--- config.mk ---
export PLATFORM = sky130hd
export DESIGN_NAME = id_stage
export DESIGN_NICKNAME = d
export VERILOG_FILES = /design/src/rtl/id_defs.sv /design/src/rtl/id_decoder.sv /design/src/rtl/id_stage.sv
export SDC_FILE = /design/constraint.sdc
export NUM_CORES = 1
export LEC_CHECK = 0
export ABC_AREA = 1
export CORE_ASPECT_RATIO = 0.75
export CORE_UTILIZATION = 45
export DETAILED_ROUTE_END_ITERATION = 7
export PLACE_DENSITY = 0.8
export SYNTH_ARGS = -nofsm -noshare
export SYNTH_HDL_FRONTEND = slang
export SYNTH_HIERARCHICAL = 1
export SYNTH_SLANG_ARGS = --single-unit
export TNS_END_PERCENT = 100
--- constraint.sdc ---
create_clock -name clk -period 2.9 [get_ports clk]
set_input_delay 0.87 -clock clk [delete_from_list [all_inputs] [get_ports clk]]
set_output_delay 0.87 -clock clk [all_outputs]
set_load 0.005 [all_outputs]
--- src/rtl/id_defs.sv ---
// Shared decode definitions for the RV32I ID stage: opcodes,
// ALU op encodings, immediate formats and the decoded bundle.
package id_defs;

    localparam logic [6:0] OP     = 7'b0110011;
    localparam logic [6:0] OP_IMM = 7'b0010011;
    localparam logic [6:0] LOAD   = 7'b0000011;
    localparam logic [6:0] STORE  = 7'b0100011;
    localparam logic [6:0] BRANCH = 7'b1100011;
    localparam logic [6:0] JAL    = 7'b1101111;
    localparam logic [6:0] JALR   = 7'b1100111;
    localparam logic [6:0] LUI    = 7'b0110111;
    localparam logic [6:0] AUIPC  = 7'b0010111;

    typedef enum logic [3:0] {
        ALU_ADD  = 4'd0,
        ALU_SUB  = 4'd1,
        ALU_SLL  = 4'd2,
        ALU_SLT  = 4'd3,
        ALU_SLTU = 4'd4,
        ALU_XOR  = 4'd5,
        ALU_SRL  = 4'd6,
        ALU_SRA  = 4'd7,
        ALU_OR   = 4'd8,
        ALU_AND  = 4'd9,
        ALU_PASS = 4'd10
    } alu_op_e;

    typedef enum logic [2:0] {
        IMM_R, IMM_I, IMM_S, IMM_B, IMM_U, IMM_J
    } imm_type_e;

    typedef struct packed {
        logic [31:0] imm;
        logic [4:0]  rd;
        logic        rd_we;
        alu_op_e     alu_op;
        logic        is_load;
        logic        is_store;
        logic        is_branch;
        logic        is_jal;
        logic        is_jalr;
        logic        illegal;
        logic        use_rs1;
        logic        use_rs2;
    } dec_t;

    function automatic logic [31:0] gen_imm(
        input imm_type_e t,
        input logic [31:0] i
    );
        case (t)
            IMM_I: gen_imm = {{20{i[31]}}, i[31:20]};
            IMM_S: gen_imm = {{20{i[31]}}, i[31:25], i[11:7]};
            IMM_B: gen_imm = {{19{i[31]}}, i[31], i[7],
                              i[30:25], i[11:8], 1'b0};
            IMM_U: gen_imm = {i[31:12], 12'b0};
            IMM_J: gen_imm = {{11{i[31]}}, i[31], i[19:12],
                              i[20], i[30:21], 1'b0};
            default: gen_imm = 32'h0;
        endcase
    endfunction

    // alt selects SUB/SRA; callers mask it where it is not an opcode bit.
    function automatic alu_op_e f3_alu(
        input logic [2:0] f3,
        input logic alt
    );
        unique case (f3)
            3'b000: f3_alu = alt ? ALU_SUB : ALU_ADD;
            3'b001: f3_alu = ALU_SLL;
            3'b010: f3_alu = ALU_SLT;
            3'b011: f3_alu = ALU_SLTU;
            3'b100: f3_alu = ALU_XOR;
            3'b101: f3_alu = alt ? ALU_SRA : ALU_SRL;
            3'b110: f3_alu = ALU_OR;
            3'b111: f3_alu = ALU_AND;
        endcase
    endfunction

endpackage

--- src/rtl/id_decoder.sv ---
// Combinational RV32I decoder: class flags, ALU op, immediate, rs-used flags.
// Ports: inst (in, 32-bit instruction), dec (out, decoded bundle).
module id_decoder
    import id_defs::*;
(
    input  logic [31:0] inst,
    output dec_t        dec
);

    logic [6:0] opc;
    logic [2:0] f3;
    imm_type_e  itype;
    logic       wr;

    assign opc = inst[6:0];
    assign f3  = inst[14:12];

    always_comb begin
        dec   = '0;
        itype = IMM_R;
        wr    = 1'b0;
        unique case (1'b1)
            opc == OP: begin
                dec.alu_op  = f3_alu(f3, inst[30]);
                dec.use_rs1 = 1'b1;
                dec.use_rs2 = 1'b1;
                wr          = 1'b1;
            end
            opc == OP_IMM: begin
                itype       = IMM_I;
                dec.alu_op  = f3_alu(f3, inst[30] & (f3 == 3'b101));
                dec.use_rs1 = 1'b1;
                wr          = 1'b1;
            end
            opc == LOAD: begin
                itype       = IMM_I;
                dec.is_load = 1'b1;
                dec.use_rs1 = 1'b1;
                wr          = 1'b1;
            end
            opc == STORE: begin
                itype        = IMM_S;
                dec.is_store = 1'b1;
                dec.use_rs1  = 1'b1;
                dec.use_rs2  = 1'b1;
            end
            opc == BRANCH: begin
                itype         = IMM_B;
                dec.alu_op    = ALU_SUB;
                dec.is_branch = 1'b1;
                dec.use_rs1   = 1'b1;
                dec.use_rs2   = 1'b1;
            end
            opc == JAL: begin
                itype      = IMM_J;
                dec.is_jal = 1'b1;
                wr         = 1'b1;
            end
            opc == JALR: begin
                itype       = IMM_I;
                dec.is_jalr = 1'b1;
                dec.use_rs1 = 1'b1;
                wr          = 1'b1;
            end
            opc == LUI: begin
                itype      = IMM_U;
                dec.alu_op = ALU_PASS;
                wr         = 1'b1;
            end
            opc == AUIPC: begin
                itype = IMM_U;
                wr    = 1'b1;
            end
            default: dec.illegal = 1'b1;
        endcase
        dec.imm   = gen_imm(itype, inst);
        dec.rd    = wr ? inst[11:7] : 5'd0;
        dec.rd_we = wr & (inst[11:7] != 5'd0);
    end

endmodule

--- src/rtl/id_stage.sv ---
// RV32I decode stage: regfile addressing, EX/WB forwarding, load-use
// interlock, flush, and the ID/EX register under valid/ready.
// Ports: if_* fetch bundle in, id_ready_o back; id_reg*_raddr_o and
// regs_reg*_rdata_i to/from the regfile; ex_*/wb_* forwarding and
// hazard status; ex_flush_i redirect; ex_ready_i and id_* ID/EX bundle.
module id_stage
    import id_defs::*;
#(
    parameter int unsigned XLEN     = 32,
    parameter logic [31:0] RESET_PC = 32'h0
) (
    input  logic            clk,
    input  logic            rst_n,
    input  logic            if_valid_i,
    input  logic [31:0]     if_inst_i,
    input  logic [31:0]     if_pc_i,
    output logic            id_ready_o,
    output logic [4:0]      id_reg1_raddr_o,
    output logic [4:0]      id_reg2_raddr_o,
    input  logic [XLEN-1:0] regs_reg1_rdata_i,
    input  logic [XLEN-1:0] regs_reg2_rdata_i,
    input  logic            ex_valid_i,
    input  logic            ex_rd_we_i,
    input  logic            ex_is_load_i,
    input  logic [4:0]      ex_rd_i,
    input  logic [XLEN-1:0] ex_result_i,
    input  logic            wb_rd_we_i,
    input  logic [4:0]      wb_rd_i,
    input  logic [XLEN-1:0] wb_wdata_i,
    input  logic            ex_flush_i,
    input  logic            ex_ready_i,
    output logic            id_valid_o,
    output logic [31:0]     id_pc_o,
    output logic [XLEN-1:0] id_op1_o,
    output logic [XLEN-1:0] id_op2_o,
    output logic [31:0]     id_imm_o,
    output logic [4:0]      id_rd_o,
    output logic            id_rd_we_o,
    output logic [3:0]      id_alu_op_o,
    output logic            id_is_load_o,
    output logic            id_is_store_o,
    output logic            id_is_branch_o,
    output logic            id_is_jal_o,
    output logic            id_is_jalr_o,
    output logic            id_illegal_o,
    output logic [2:0]      id_funct3_o
);

    dec_t            dec;
    logic [4:0]      rs1;
    logic [4:0]      rs2;
    logic [XLEN-1:0] op1;
    logic [XLEN-1:0] op2;
    logic            ex_fwd;
    logic            ex_ld;
    logic            stall;
    logic            adv;

    assign rs1             = if_inst_i[19:15];
    assign rs2             = if_inst_i[24:20];
    assign id_reg1_raddr_o = rs1;
    assign id_reg2_raddr_o = rs2;

    id_decoder u_dec (
        .inst (if_inst_i),
        .dec  (dec)
    );

    // A load in EX has no data yet: it can only stall, never forward.
    assign ex_fwd = ex_valid_i & ex_rd_we_i & ~ex_is_load_i;
    assign ex_ld  = ex_valid_i & ex_rd_we_i & ex_is_load_i
                  & (ex_rd_i != 5'd0);

    assign op1 = (rs1 == 5'd0) ? '0 :
                 (ex_fwd & (ex_rd_i == rs1)) ? ex_result_i :
                 (wb_rd_we_i & (wb_rd_i == rs1)) ? wb_wdata_i :
                 regs_reg1_rdata_i;

    assign op2 = (rs2 == 5'd0) ? '0 :
                 (ex_fwd & (ex_rd_i == rs2)) ? ex_result_i :
                 (wb_rd_we_i & (wb_rd_i == rs2)) ? wb_wdata_i :
                 regs_reg2_rdata_i;

    assign stall = if_valid_i & ex_ld
                 & ((dec.use_rs1 & (ex_rd_i == rs1))
                  | (dec.use_rs2 & (ex_rd_i == rs2)));

    assign adv        = ~id_valid_o | ex_ready_i;
    assign id_ready_o = ex_flush_i | (adv & ~stall);

    always_ff @(posedge clk or negedge rst_n) begin
        if (!rst_n) begin
            id_valid_o     <= 1'b0;
            id_pc_o        <= RESET_PC;
            id_op1_o       <= '0;
            id_op2_o       <= '0;
            id_imm_o       <= '0;
            id_rd_o        <= '0;
            id_rd_we_o     <= 1'b0;
            id_alu_op_o    <= ALU_ADD;
            id_is_load_o   <= 1'b0;
            id_is_store_o  <= 1'b0;
            id_is_branch_o <= 1'b0;
            id_is_jal_o    <= 1'b0;
            id_is_jalr_o   <= 1'b0;
            id_illegal_o   <= 1'b0;
            id_funct3_o    <= '0;
        end else if (ex_flush_i) begin
            id_valid_o <= 1'b0;
        end else if (adv) begin
            if (stall) begin
                id_valid_o <= 1'b0;
            end else begin
                id_valid_o     <= if_valid_i;
                id_pc_o        <= if_pc_i;
                id_op1_o       <= op1;
                id_op2_o       <= op2;
                id_imm_o       <= dec.imm;
                id_rd_o        <= dec.rd;
                id_rd_we_o     <= dec.rd_we;
                id_alu_op_o    <= dec.alu_op;
                id_is_load_o   <= dec.is_load;
                id_is_store_o  <= dec.is_store;
                id_is_branch_o <= dec.is_branch;
                id_is_jal_o    <= dec.is_jal;
                id_is_jalr_o   <= dec.is_jalr;
                id_illegal_o   <= dec.illegal;
                id_funct3_o    <= if_inst_i[14:12];
            end
        end
    end

endmodule

==> impl_metrics.py <==
metrics = {
    "timing": {
        "setup_ws_ns": 0.0151,
        "fin_skew_ns": 0.00903,
        "setup-tns-final_ns": 0,
        "setup_viol": 0,
        "worstMarginPinSlew_ns": 0.650,
        "hold_viol_final": 0,
        "period_minus_slack_ns": 2.88,
        "slew-limit-headroom_pct": 56.7,
        "fin_crit_sh_pct": 99.5,
        "fmax_mhz": 347,
        "rsz0062_at_grt": "true",
        "slew_violations": 0,
    },
    "worst_setup_path": {
        "crit_cells": 11,
        "critPathTopFamily": "simple AND/OR/NAND/NOR gates",
        "critPathSlowestCell": "buf_4",
        "cp_num_buf_inv": 3,
        "worst-r2r-cell-count": 8,
        "startpoint": "if_inst_i[2]",
        "worst_setup_path_start_kind": "primary input",
        "critPathCaptureType": "primary output",
        "required_ns": 2.03,
        "path_cells": "buf_4 > nor2_4 > nand3_4 > buf_6 > nand4_1 > nand4_1 > nand2_2 > nand2_2 > nand2_1 > nand2_1 > buf_2",
        "rr_startpoint": "id_valid_o",
        "max_stage_delay_ns": 0.14,
        "path_class": "in -> out",
        "crit_fanout": 4,
        "arrival_ns": 2.01,
    },
    "finish": {
        "layout.nets": 2192,
        "final_cell_area_um2": 15100,
        "drive_gt1_share_pct": 11.3,
        "nFillCells": 1660,
        "n_antenna_cell": 0,
        "syn_to_final_growth_pct": 57.6,
        "final_cell_mix": "nand2_1 (792), clkdlybuf4s50_1 (344), nor2_1 (181), nand3_1 (155), dfrtp_1 (148)",
        "finalNonFillerCells": 2276,
        "final_common_cell": "nand2_1",
    },
    "power_and_ir_drop": {
        "total_leakage_power_nw": 8.45,
        "peakVddDrop_mv": 0.415,
        "power.density_nw_per_um2": 419,
        "finalPower_mw": 6.34,
    },
    "job": {
        "max-cap-violations": 0,
    },
    "synthesis": {
        "syn_inst": 1569,
        "yosys.area.top_type": "dfrtp_1",
        "synth.avg_cell_area_um2": 6.12,
        "synth_seq_cells": 148,
        "synth.yosys.seq_area_share_pct": 38.6,
        "ys_top_cells_by_area": "dfrtp_1 (39%), nand2_1 (31%), nand3_1 (8.1%), nor2_1 (7.5%), inv_1 (3.6%)",
        "synth_edf_count": 0,
        "synthesis.nets": 1780,
        "synthFlopType": "dfrtp_1",
        "yosysUniqueCellTypes": 25,
        "syn_area_um2": 9600,
        "yosys_warnings": 6,
        "ys_async_sr_fraction_pct": 100,
        "yosys.area.top_type_share_pct": 38.6,
    },
    "route": {
        "avgViaCountPerCell": 5.19,
        "drt-initial-drc-count": 1407,
        "drtAntennaViolNets": 0,
        "finalWirelength_mm": 38.8,
        "first_pass_iters": 6,
        "drc": 0,
        "wl_per_cell_um": 17.0,
        "num_vias": 11805,
    },
    "grt": {
        "antenna_found_initial": 0,
        "grtUsageTotal_pct": 35.2,
        "grt_pass1_vias": 10920,
        "grt_remaining_overflow": 0,
        "grt_pass1_wl_mm": 59.3,
        "grt_max_degree": 65,
    },
    "placement": {
        "gp_congestion": 0.981,
        "hpwl_mm": 27.9,
        "pre_cts_slack_ns": -0.727,
        "portBuffers": 369,
        "dpl_cell_area_um2": 14200,
        "dpl.cell_count": 2211,
    },
    "clock_network": {
        "cts_sinks": 148,
        "root_buffer": "clkbuf_16",
        "clock_latency_ns": 0.43,
        "htreeDepth": 4,
        "path_clk_slew_ns": 0.08,
        "cts_tree": "built",
        "cts_buffer_depth": 2,
        "cts_made_buffers": 17,
    },
    "floorplanning": {
        "core_um2": 20600,
        "ios": 370,
        "die_h_um": 129,
        "start_util_pct": 46.7,
        "rows": 45,
        "die_area_um2": 21900,
        "chipWidth_um": 171,
    },
    "outcome": {
        "outcome": "finished clean",
    },
    "hold_path": {
        "holdCritPathClass": "in -> async",
    },
}
synthesized netlist by cell type (3+ instances only):
cell	n
buf_6	3
buf_4	21
inv_1	91
o21ai_0	7
nor2_1	192
nor3_1	5
nor2_2	7
nand4_1	36
nand2_1	800
buf_2	44
nand3_1	156
clkbuf_1	34
nor2_4	3
inv_2	6
a21oi_1	4
dfrtp_1	148
report_power, final:
part / internal, mW / leakage, nW / switching [mW]
Clock: 1.18 / 0.300 / 1.11
Combinational: 0.879 / 6.26 / 0.805
Sequential: 2.25 / 1.89 / 0.114
Total: 4.31 / 8.45 / 2.03
state kept, by name (all words and copies together), names as in the netlist, 3 cells and up:
name	count
id_alu_op_o	4
id_op1_o	32
id_op2_o	32
id_funct3_o	3
id_imm_o	32
id_pc_o	32
id_rd_o	5
logic make-up after synthesis:
| logic type | synth area share (%) |
|---|---|
| AO/OA/AOI/OAI | 0.625 |
| XOR/XNOR | 0.274 |
| buffers and inverters | 9.46 |
| flip-flops | 38.6 |
| AND/OR/NAND/NOR | 51.1 |
final cells by class:
class	instances	area, um^2	share of cell area (%)
Sequential cell	148	3700	24.5
Multi-Input combinational cell	1221	5140	34.0
Timing Repair Buffer	496	4950	32.7
Tap cell	282	353	2.33
Clock buffer	17	425	2.81
Clock inverter	15	194	1.28
Inverter	97	367	2.42
repair_timing:
action | in CTS | in global routing
hold buffers | 0 | 0
endpoints found under the setup margin | 9 | 44
gates resized for setup | 67 | 45
setup buffers | 33 | 3
pin swaps | 18 | 20
metrics by stage:
stage	util [%]	hold WS, ns
2_1_floorplan	-	0.472
3_3_place_gp	69.0	0.461
3_5_place_dp	69.0	0.464
4_1_cts	73.4	0.459
5_1_grt	73.6	0.478
6_report	73.6	0.440
per-layer routing:
layer / share of wire, % / global-route usage, % / up-vias
li1: - / - / 5618
met1: 42 / 47.8 / 5379
met2: 44 / 53.8 / 695
met3: 10 / 8.49 / 113
met4: 3.9 / 14.7 / 0
met5: 0 / 0 / -
path summary, 6_finish.rpt:
check	to	slack (ns)
min reg2reg	id_imm_o[7]	0.48
max	id_ready_o	0.02
max reg2reg	id_pc_o[27]	1.46
max in group asynchronous	id_op2_o[21]	1.75
min	id_op2_o[26]	0.44
min in group clk	id_imm_o[7]	0.48
worst register-to-register path: stages (launching register included):
cell,delay [ns]
dfrtp_1,0.38
nand2_1,0.09
buf_4,0.11
nand2_1,0.09
a21oi_4,0.15
buf_12,0.19
buf_12,0.19
nand2_1,0.10
nand2_1,0.08
No activity file was read; power rests on OpenSTA's default activity.
